==> src/rtl/playbus_master_if.sv <==
// PlayBus shared-bus signal bundle: address, slave strobes, 4-bit data bus and
// the contention monitor's flags.
interface playbus_master_if #(
    parameter int unsigned AW = 3,
    parameter int unsigned DW = 4
);
    logic [AW-1:0] address;
    logic          rom_cs;
    logic          rom_oe;
    logic          ram_cs;
    logic          ram_oe;
    logic          ram_we;
    logic          sw_en;
    logic          reg_oe;
    logic [DW-1:0] data;
    logic          contend;
    logic          Z;

    modport master (
        output address, rom_cs, rom_oe, ram_cs, ram_oe, ram_we, sw_en, reg_oe,
        input  data, contend, Z
    );

    modport slave (
        input  address, rom_cs, rom_oe, ram_cs, ram_oe, ram_we, sw_en, reg_oe,
        output data
    );

    modport monitor (
        input  address, rom_cs, rom_oe, ram_cs, ram_oe, ram_we, sw_en, reg_oe, data,
        output contend, Z
    );
endinterface

==> src/rtl/playbus_master.sv <==
// PlayBus bus-master sequencer: single reads/writes and EPROM-to-SRAM block copy.
// Optional contention/float checking is enabled with PB_CONTEND_CHECK_EN.
module playbus_master #(
    parameter int unsigned AW = 3,
    parameter int unsigned DW = 4
) (
    input  logic           clk,
    input  logic           n_reset,
    input  logic           start,
    input  logic [1:0]     cmd,
    input  logic [AW-1:0]  addr_in,
    output logic           busy,
    output logic           done,
    output logic [DW-1:0]  rdata,
    output logic           error,
    playbus_master_if.master bus
);

    typedef enum logic [1:0] {StIdle, StSetup, StXfer, StDone} state_e;

    localparam logic [AW-1:0] AddrMax = '1;

    state_e        state_q;
    logic [1:0]    cmd_q;
    logic [AW-1:0] address_q;
    logic          rom_en_q, ram_cs_q, ram_rd_q, sw_en_q, reg_oe_q, we_q;
    logic          busy_q, done_q;
    logic [DW-1:0] rdata_q;
    logic          is_read, is_write, is_copy;
    logic          xfer_fault;

    assign is_read  = ~cmd_q[1];
    assign is_write = cmd_q[1];
    assign is_copy  = (cmd_q == 2'b11);

`ifdef PB_CONTEND_CHECK_EN
    logic error_q;

    assign xfer_fault = bus.contend;
    assign error      = error_q;

    always_ff @(posedge clk) begin
        if (!n_reset) begin
            error_q <= 1'b0;
        end else if (state_q == StIdle && start) begin
            error_q <= 1'b0;
        end else if (state_q == StXfer && (bus.contend || (is_read && bus.Z))) begin
            error_q <= 1'b1;
        end
    end
`else
    logic unused_flags;

    assign unused_flags = bus.contend ^ bus.Z;
    assign xfer_fault   = 1'b0;
    assign error        = 1'b0;
`endif

    always_ff @(posedge clk) begin
        if (!n_reset) begin
            state_q   <= StIdle;
            cmd_q     <= 2'b00;
            address_q <= '0;
            rom_en_q  <= 1'b0;
            ram_cs_q  <= 1'b0;
            ram_rd_q  <= 1'b0;
            sw_en_q   <= 1'b0;
            reg_oe_q  <= 1'b0;
            we_q      <= 1'b0;
            busy_q    <= 1'b0;
            done_q    <= 1'b0;
            rdata_q   <= '0;
        end else begin
            unique case (state_q)
                StIdle: begin
                    if (start) begin
                        cmd_q     <= cmd;
                        address_q <= (cmd == 2'b11) ? '0 : addr_in;
                        // Source enables plus the SRAM select for write targets
                        rom_en_q  <= (cmd == 2'b00) || (cmd == 2'b11);
                        ram_rd_q  <= (cmd == 2'b01);
                        sw_en_q   <= (cmd == 2'b10);
                        ram_cs_q  <= (cmd != 2'b00);
                        busy_q    <= 1'b1;
                        state_q   <= StSetup;
                    end
                end
                StSetup: begin
                    reg_oe_q <= is_read;
                    we_q     <= is_write;
                    state_q  <= StXfer;
                end
                StXfer: begin
                    reg_oe_q <= 1'b0;
                    we_q     <= 1'b0;
                    if (is_read && !xfer_fault) begin
                        rdata_q <= bus.data;
                    end
                    if (is_copy && address_q != AddrMax && !xfer_fault) begin
                        address_q <= address_q + 1'b1;
                        state_q   <= StSetup;
                    end else begin
                        rom_en_q <= 1'b0;
                        ram_cs_q <= 1'b0;
                        ram_rd_q <= 1'b0;
                        sw_en_q  <= 1'b0;
                        done_q   <= 1'b1;
                        state_q  <= StDone;
                    end
                end
                StDone: begin
                    done_q  <= 1'b0;
                    busy_q  <= 1'b0;
                    state_q <= StIdle;
                end
                default: state_q <= StIdle;
            endcase
        end
    end

    assign bus.address = address_q;
    assign bus.rom_cs  = rom_en_q;
    assign bus.rom_oe  = rom_en_q;
    assign bus.ram_cs  = ram_cs_q;
    assign bus.ram_oe  = ram_rd_q;
    assign bus.sw_en   = sw_en_q;
    assign bus.reg_oe  = reg_oe_q;
    // Gating with reset keeps the SRAM from capturing on an aborting reset edge
    assign bus.ram_we  = we_q & n_reset & ~xfer_fault;
    assign busy        = busy_q;
    assign done        = done_q;
    assign rdata       = rdata_q;

endmodule

==> src/flat_wrapper.sv <==
// flat-port wrapper written by rule: the top's interface ports become plain ports
module playbus_master_flat 
#(
    parameter int unsigned AW = 3,
    parameter int unsigned DW = 4
)
  (clk, n_reset, start, cmd, addr_in, busy, done, rdata, error, bus_address, bus_rom_cs, bus_rom_oe, bus_ram_cs, bus_ram_oe, bus_ram_we, bus_sw_en, bus_reg_oe, bus_data, bus_contend, bus_Z);
  playbus_master_if #(.AW(AW), .DW(DW)) bus_i ();
  input  logic clk;
  input  logic n_reset;
  input  logic start;
  input  logic [1:0] cmd;
  input  logic [AW-1:0] addr_in;
  output logic busy;
  output logic done;
  output logic [DW-1:0] rdata;
  output logic error;
  output wire logic [$bits(bus_i.address)-1:0] bus_address;
  output wire logic [$bits(bus_i.rom_cs)-1:0] bus_rom_cs;
  output wire logic [$bits(bus_i.rom_oe)-1:0] bus_rom_oe;
  output wire logic [$bits(bus_i.ram_cs)-1:0] bus_ram_cs;
  output wire logic [$bits(bus_i.ram_oe)-1:0] bus_ram_oe;
  output wire logic [$bits(bus_i.ram_we)-1:0] bus_ram_we;
  output wire logic [$bits(bus_i.sw_en)-1:0] bus_sw_en;
  output wire logic [$bits(bus_i.reg_oe)-1:0] bus_reg_oe;
  input wire logic [$bits(bus_i.data)-1:0] bus_data;
  input wire logic [$bits(bus_i.contend)-1:0] bus_contend;
  input wire logic [$bits(bus_i.Z)-1:0] bus_Z;
  assign bus_address = bus_i.address;
  assign bus_rom_cs = bus_i.rom_cs;
  assign bus_rom_oe = bus_i.rom_oe;
  assign bus_ram_cs = bus_i.ram_cs;
  assign bus_ram_oe = bus_i.ram_oe;
  assign bus_ram_we = bus_i.ram_we;
  assign bus_sw_en = bus_i.sw_en;
  assign bus_reg_oe = bus_i.reg_oe;
  assign bus_i.data = bus_data;
  assign bus_i.contend = bus_contend;
  assign bus_i.Z = bus_Z;
  playbus_master #(.AW(AW), .DW(DW)) u_core (.clk(clk), .n_reset(n_reset), .start(start), .cmd(cmd), .addr_in(addr_in), .busy(busy), .done(done), .rdata(rdata), .error(error), .bus(bus_i));
endmodule
==> config.mk <==
export PLATFORM = sky130hd
export DESIGN_NAME = playbus_master_flat
export DESIGN_NICKNAME = d
export VERILOG_FILES = /design/src/rtl/playbus_master_if.sv /design/src/rtl/playbus_master.sv /design/src/flat_wrapper.sv
export SDC_FILE = /design/constraint.sdc
export NUM_CORES = 1
export LEC_CHECK = 0
export ABC_AREA = 1
export CAP_MARGIN = 15
export CORE_MARGIN = 2
export CORE_UTILIZATION = 45
export DETAILED_ROUTE_END_ITERATION = 10
export PLACE_DENSITY = 0.78
export SLEW_MARGIN = 5
export SYNTH_ARGS = -nofsm -noshare
export SYNTH_HDL_FRONTEND = slang
export SYNTH_SLANG_ARGS = --single-unit
==> constraint.sdc <==
create_clock -name clk -period 2 [get_ports clk]
set_clock_uncertainty 0.15 [all_clocks]
set_input_delay 0.2 -clock clk [delete_from_list [all_inputs] [get_ports clk]]
set_output_delay 0.2 -clock clk [all_outputs]
set_load 0.02 [all_outputs]
### After elaboration in Yosys (flattened, before gate mapping)

Index checks and enable logic that the tools add are counted.

| storage, ports and cells | value |
|---|---|
| register bits after elaboration | 19 |
| logic and storage cells | 63 |
| output and inout bits | 17 |
| input port bits | 14 |

| cells by class | value |
|---|---|
| bitwise operators | 2 |
| add/sub/neg operators | 1 |
| equal/unequal tests | 11 |
| multiplexer cells | 22 |
| reductions and logical operators | 15 |

Operators with widths:

| kind | number |
|---|---|
| 1-bit one-hot mux with 2 select lines | 8 |
| 2-bit equality test (second input constant) | 5 |
| 2-bit nonzero test | 5 |
| 3-bit two-way mux | 3 |
| 2-bit one-hot mux with 4 select lines | 1 |
| 2-bit AND reduction | 4 |
| 1-bit two-way mux | 7 |
| 3-bit one-hot mux with 2 select lines | 1 |
| 3-bit AND reduction | 2 |
| 2-bit by 1-bit equality test with 1-bit output (second input constant) | 2 |
| 2-bit logical NOT | 2 |
| 2-bit two-way mux | 2 |
| 2-bit inequality test (second input constant) | 2 |
| 3-bit by 1-bit adder with 3-bit output (second input constant) | 1 |
| 3-bit inequality test (second input constant) | 1 |
| 2-bit by 1-bit inequality test with 1-bit output (second input constant) | 1 |
| 1-bit AND | 1 |
| 1-bit logical AND | 1 |
| 1-bit logical OR | 1 |
| 1-bit NOT | 1 |

### Longest topological paths before layout

Gate-level depths: netlist of the first run.

| logic depth | value |
|---|---|
| depth in word-level cells | 4 |
| depth in mapped cells | 9 |
| mapped depth without buffers | 9 |

### Worst setup path before layout of the first run

Ideal clock, no wire load.

| timing path | value |
|---|---|
| path type | reg2reg |
| from | register u_core.address_q[0], in the netlist u_core.bus.address[0] |
| to | register u_core.ram_cs_q, in the netlist u_core.bus.ram_cs |
| library setup time | 113 ps |
| required time | 1737 ps |
| period minus slack after synthesis | 1454 ps |
| setup slack | 546 ps |
| path buffers | 0 |
| stages on the path, launching flop included | 9 |
| arrival | 1191 ps |
| cells stage by stage | dfxtp_1 ha_1 ha_1 inv_1 nand4_1 nand2_2 nand2_1 nand2_1 nor2_1 |

| on the way | value |
|---|---|
| longest elaborated chain between the ends | 4 |

RTL lines:

| what | RTL line | text |
|---|---|---|
| from (decl) | playbus_master.sv:25 | `logic [AW-1:0] address_q;` |
| from (signal assigned) | playbus_master.sv:78 | `address_q <= (cmd == 2'b11) ? '0 : addr_in;` |
| from (signal assigned) | playbus_master.sv:100 | `address_q <= address_q + 1'b1;` |
| 3-bit inequality test | playbus_master.sv:99 | `if (is_copy && address_q != AddrMax && !xfer_fault) begin` |
| 1-bit logical AND | playbus_master.sv:99 |  |
| 2-bit inequality test (no line) | - |  |
| 3-bit AND reduction (no line) | - |  |
| to (signal assigned) | playbus_master.sv:83 | `ram_cs_q <= (cmd != 2'b00);` |
| to (decl) | playbus_master.sv:26 | `logic rom_en_q, ram_cs_q, ram_rd_q, sw_en_q, reg_oe_q, we_q;` |

No other way between the ends.
A chain may end at the register's enable or synchronous reset.

### Worst setup path in the final report of the first run

| timing path | value |
|---|---|
| from | input port n_reset |
| to | output port bus_ram_we |

| on the way | value |
|---|---|
| longest elaborated chain between the ends | 1 |

RTL lines:

| what | RTL line | text |
|---|---|---|
| from (decl) | flat_wrapper.sv:10 | `input logic n_reset;` |
| 1-bit AND | playbus_master.sv:129 | `assign bus.ram_we = we_q & n_reset & ~xfer_fault;` |
| to (decl) | flat_wrapper.sv:23 | `output wire logic [$bits(bus_i.ram_we)-1:0] bus_ram_we;` |

No other way between the ends.

==> flow_summary.json, run 1 <==
{
  "outcome": "completed",
  "grtUsageTotal_pct": 19.3,
  "critPathArrivalTime_ps": 1440,
  "yosysUniqueCellTypes": 19,
  "cts_tree": "yes",
  "synth.yosys.seq_area_share_pct": 39.1,
  "grt_overflow": 0,
  "crit_slowest_cell": "clkdlybuf4s50_1",
  "ant_nets": 0,
  "die_h_um": 50.5,
  "p_total_w": 0.000976,
  "final_core_util_pct": 63.8,
  "worstPathMaxFanout": 2,
  "portBuffers": 27,
  "power_density_nw_per_um2": 764,
  "place_hpwl_um": 1510,
  "power_frac_seq_pct": 46.5,
  "intPower_w": 0.000640,
  "vias": 892,
  "fp-row-count": 16,
  "dieArea_sq_um": 2550,
  "worst_slack_ps": 214,
  "nets": 190,
  "htreeDepth": 1,
  "cts_buffer_depth": 2,
  "endpoint_kind": "output pin",
  "fillers": 187,
  "syn2layout_area_growth_pct": 31.4,
  "first_pass_iters": 4,
  "drive_above_1_share_pct": 5.42,
  "clk_latency_ps": 320,
  "coreArea_sq_um": 2000,
  "max_freq_mhz": 560,
  "critPathKind": "input pin to output pin",
  "io_pins": 31,
  "fp.dieW_um": 50.5,
  "dpl_worst_slack_ps": 216,
  "cts_sinks": 19,
  "path_common_cell": "clkdlybuf4s50_1",
  "holdWs_ps": 301,
  "avgSynthCellArea_sq_um": 6.99,
  "start_util_pct": 48.6,
  "diodes": 0,
  "required_ps": 1650,
  "met1_usage_pct": 20.7,
  "rsz0062_at_grt": "false",
  "layout_commonest_cell": "nor2_1",
  "grt_pass1_wl_um": 3710,
  "synth_nets": 162,
  "finalCritPeriodShare_pct": 89.3,
  "antenna_found_initial": 0,
  "layout_common_cells": "nor2_1, nand2_1, clkdlybuf4s50_1, inv_1, dfxtp_1",
  "leakagePower_nw": 0.622,
  "path_cells": "clkdlybuf4s50_1, nand2_1, inv_1, clkdlybuf4s50_1",
  "met3_usage_pct": 5.06,
  "busiest_layer": "met2",
  "ir_drop_v": 0.000443,
  "tns_ps": 0,
  "cp_top_family": "buffers and inverters",
  "fin_crit_ps": 1790,
  "max_stage_delay_ps": 600,
  "drv_slew": 0,
  "root_buffer": "clkbuf_4",
  "yosysWarnings": 0,
  "syn_inst": 139,
  "clk_pin_slew_worst_paths_ps": 120,
  "cp_num_buf_inv": 3,
  "cap_violations": 0,
  "drt-initial-drc-count": 9,
  "post_cts_resized": 0,
  "netlist_area_sq_um": 972,
  "grt_max_degree": 20,
  "pwr-share-clk_pct": 21.2,
  "cp-start-kind": "input pin",
  "p_sw_share_pct": 34.4,
  "switching_power_w": 0.000335,
  "routed_wl_um": 2060,
  "setup_viol": 0,
  "cts_setup_buffers": 0,
  "drcViolationCount": 0,
  "r2r_setup_slack_ps": 250,
  "wl_per_cell_um": 10.7,
  "numCtsBuffers": 3,
  "pwr-share-comb_pct": 32.3,
  "viasPerCell": 4.62,
  "synth-seq-cells": 19,
  "hold_buffers": 0,
  "hold_viol": 0,
  "grt.met2_usage_pct": 34.2,
  "min-delay-path-class": "input pin to flop",
  "grt_pass1_vias": 895,
  "place_congestion": 0.731
}
[power by group through the flow]
stage	sequential [W]	combinational, W	clock (W)
after floorplan	0.000501	0.000155	0
after global placement	0.000459	0.000307	0
after detailed placement	0.000463	0.000316	0
after CTS	0.000455	0.000318	0.000216
after global routing	0.000461	0.000354	0.000232
final	0.000454	0.000315	0.000207
[cell type report]
class | count | area, sq um | area share (%)
flip-flops and latches | 19 | 380 | 29.8
clock inverters | 1 | 7.51 | 0.588
well taps | 27 | 33.8 | 2.64
clock buffers | 3 | 22.5 | 1.76
multi-input cells | 94 | 477 | 37.3
inverters | 21 | 78.8 | 6.17
repair buffers | 28 | 278 | 21.7
[flip-flops by register name, summed over array words and instances (netlist names), 2 cells and up]
name                flops
u_core.bus.address      3
u_core.state_q          2
u_core.rdata            4
u_core.cmd_q            2
[stage by stage]
stage,cells,instance area (sq um)
floorplan,139,972
global placement,189,1250
detailed placement,189,1250
CTS,193,1280
global route,193,1280
finish,193,1280
[worst min-delay path: stages]
cell and delay [ps]:
clkdlybuf4s50_1 390, nor2_1 100, nor2_1 50
[final timing paths]
check,cells past startpoint,from,endpoint
max,4,n_reset,bus_ram_we
min reg2reg,2,u_core.bus.reg_oe$_SDFFE_PN0P_,u_core.bus.reg_oe$_SDFFE_PN0P_
min,3,bus_data[0],u_core.rdata[0]$_SDFFE_PN0P_
max reg2reg,8,u_core.state_q[0]$_SDFFE_PN0P_,u_core.bus.ram_oe$_SDFFE_PN0P_
[cell usage after synthesis]
master    n  share of area (%)
conb_1    1               0.39
nand3_1   2                1.0
a21oi_1   5                2.6
o31ai_1   1               0.77
nor2_1   32                 12
inv_1    20                7.7
ha_1      9                 12
o21ai_2   1               0.90
o21ai_0   9                4.6
dfxtp_1  19                 39
buf_4     2                1.5
buf_6     1                1.2
nand2_2   2                1.3
inv_2     1               0.39
nand4_1   1               0.64
o22ai_1   1               0.64
nand2_1  29                 11
o211a_1   1                1.0
buf_2     2                1.0
[cells by family (layout without fill, tap and decap cells)]
logic type	Yosys count	after routing	share of synthesized area [%]
AOI/OAI and AO/OA	18	18	10.6
buffers and inverters	26	53	11.8
and+or+nand+nor	66	66	26.5
adders and majority gates	9	9	11.6
other	1	1	0.386
DFF	19	19	39.1
[routing by layer]
layer / routed length [um] / part of all wire, % / up-vias
met5: 0 / 0 / -
met3: 101 / 4.9 / 4
met2: 957 / 47 / 27
met1: 952 / 46 / 388
li1: - / - / 473
met4: 46 / 2.2 / 0
Power figures use the tool's default switching activity.
==> run 2, diff against run 1 <==
- CORE_UTILIZATION: 45 -> 47
- CTS_BUF_LIST: default -> sky130_fd_sc_hd__clkbuf_4
- CTS_CLUSTER_DIAMETER: default -> 60
- GPL_ROUTABILITY_DRIVEN: default -> 0
- PLACE_DENSITY: 0.78 -> 0.81
==> run 2 against run 1 <==
  * Final cell count is the same
  * Flip-flop and latch count stayed put
  * Cell area stayed put
  * Clock power barely moved
  * Via count increased by 0.78%
  * Critical path depth is the same
  * Sequential share of layout area is the same
  * Hold slack better by 33 ps
  * Die area fell by 3.9%
  * Critical endpoint unchanged
  * Non-clock buffer count unchanged
  * Combinational power hardly changed
  * Critical path type unchanged
==> flow_summary.json, run 2 (synthesis results as in run 1) <==
{
  "drive_above_1_share_pct": 5.42,
  "io_pins": 31,
  "cap_violations": 0,
  "nets": 190,
  "die_h_um": 49.5,
  "numCtsBuffers": 3,
  "coreArea_sq_um": 1960,
  "routed_wl_um": 2060,
  "drv_slew": 0,
  "grt_pass1_vias": 873,
  "power_density_nw_per_um2": 765,
  "finalCritPeriodShare_pct": 88.4,
  "drcViolationCount": 0,
  "hold_viol": 0,
  "clk_pin_slew_worst_paths_ps": 110,
  "wl_per_cell_um": 10.7,
  "vias": 899,
  "cp-start-kind": "input pin",
  "grt_max_degree": 20,
  "pwr-share-comb_pct": 32.3,
  "outcome": "completed",
  "largest_register_ffs": 4,
  "fp.dieW_um": 49.5,
  "viasPerCell": 4.66,
  "diodes": 0,
  "p_total_w": 0.000978,
  "seqCellArea_sq_um": 380,
  "cts_tree": "yes",
  "layout_commonest_cell": "nor2_1",
  "p_sw_share_pct": 33.1,
  "max_freq_mhz": 566,
  "start_util_pct": 49.6,
  "required_ps": 1650,
  "min-delay-path-class": "input pin to flop",
  "worstPathMaxFanout": 2,
  "grt_overflow": 0,
  "critPathKind": "input pin to output pin",
  "htreeDepth": 1,
  "multi_input_area_sq_um": 477,
  "power_frac_seq_pct": 46.4,
  "endpoint_kind": "output pin",
  "fin_crit_ps": 1770,
  "antenna_found_initial": 0,
  "grtUsageTotal_pct": 19.4,
  "place_hpwl_um": 1590,
  "fp-row-count": 16,
  "drt-initial-drc-count": 8,
  "setup_viol": 0,
  "first_pass_iters": 4,
  "syn2layout_area_growth_pct": 31.4,
  "portBuffers": 27,
  "post_cts_resized": 0,
  "pwr-share-clk_pct": 21.3,
  "intPower_w": 0.000654,
  "cts_setup_buffers": 0,
  "ant_nets": 0,
  "fillers": 198,
  "ir_drop_v": 0.000430,
  "clk_latency_ps": 290,
  "cts_sinks": 19,
  "grt_pass1_wl_um": 3680,
  "critPathArrivalTime_ps": 1420,
  "hold_buffers": 0,
  "leakagePower_nw": 0.627,
  "tns_ps": 0,
  "root_buffer": "clkbuf_4",
  "dieArea_sq_um": 2450,
  "cts_buffer_depth": 2,
  "layout_common_cells": "nor2_1, nand2_1, clkdlybuf4s50_1, inv_1, dfxtp_1",
  "switching_power_w": 0.000323,
  "rsz0062_at_grt": "false"
}
==> run 2: layout make-up <==
cell class / count / area share [%]
Timing Repair Buffer: 28 / 21.7
Inverter: 21 / 6.17
Multi-Input combinational cell: 94 / 37.3
Sequential cell: 19 / 29.8
Clock buffer: 4 / 2.35
Tap cell: 27 / 2.64
==> run 2: worst paths after layout <==
path | from | to | slack [ps] | depth (start not counted)
setup / recovery | n_reset | bus_ram_we | 230 | 4
hold / removal | bus_data[1] | u_core.rdata[1]$_SDFFE_PN0P_ | 330 | 3
setup reg to reg | u_core.state_q[0]$_SDFFE_PN0P_ | u_core.bus.rom_cs$_SDFFE_PN0P_ | 250 | 7
hold reg to reg | u_core.we_q$_SDFFE_PN0P_ | u_core.we_q$_SDFFE_PN0P_ | 340 | 2
==> run 2: per-layer routing <==
metal | GRT usage, % | up-vias | wire length [um]
li1 | - | 476 | -
met1 | 21.4 | 394 | 898
met2 | 35.8 | 25 | 1010
met3 | 4.85 | 4 | 123
met4 | 6.94 | 0 | 25
met5 | 0 | - | 0
==> run 2: power by group through the flow <==
| stage | Combinational (W) | Clock [W] | Sequential, W |
|---|---|---|---|
| floorplan | 0.000155 | 0 | 0.000501 |
| global placement | 0.000306 | 0 | 0.000460 |
| detailed placement | 0.000317 | 0 | 0.000463 |
| CTS | 0.000320 | 0.000216 | 0.000454 |
| global route | 0.000352 | 0.000238 | 0.000461 |
| finish | 0.000316 | 0.000208 | 0.000454 |
==> run 2: worst max-delay path, cell delays in order <==
cell and delay (ps):
clkdlybuf4s50_1 500, nand2_1 80, inv_1 50, clkdlybuf4s50_1 590
==> run 2: stage by stage <==
| step | hold WS, ps | cells | area [sq um] | util [%] | setup WS [ps] |
|---|---|---|---|---|---|
| 2_1_floorplan | 185 | 139 | 972 | - | 546 |
| 3_3_place_gp | 319 | 189 | 1250 | 63.6 | 219 |
| 3_5_place_dp | 326 | 189 | 1250 | 63.6 | 224 |
| 4_1_cts | 327 | 193 | 1280 | 65.1 | 202 |
| 5_1_grt | 321 | 193 | 1280 | 65.1 | 83.1 |
| 6_report | 334 | 193 | 1280 | 65.1 | 232 |
==> run 3, diff against run 2 <==
- CAP_MARGIN: 15 -> 20
==> results of run 3 <==
Same layout as run 2: the final DEF is identical, and so are final timing and power.
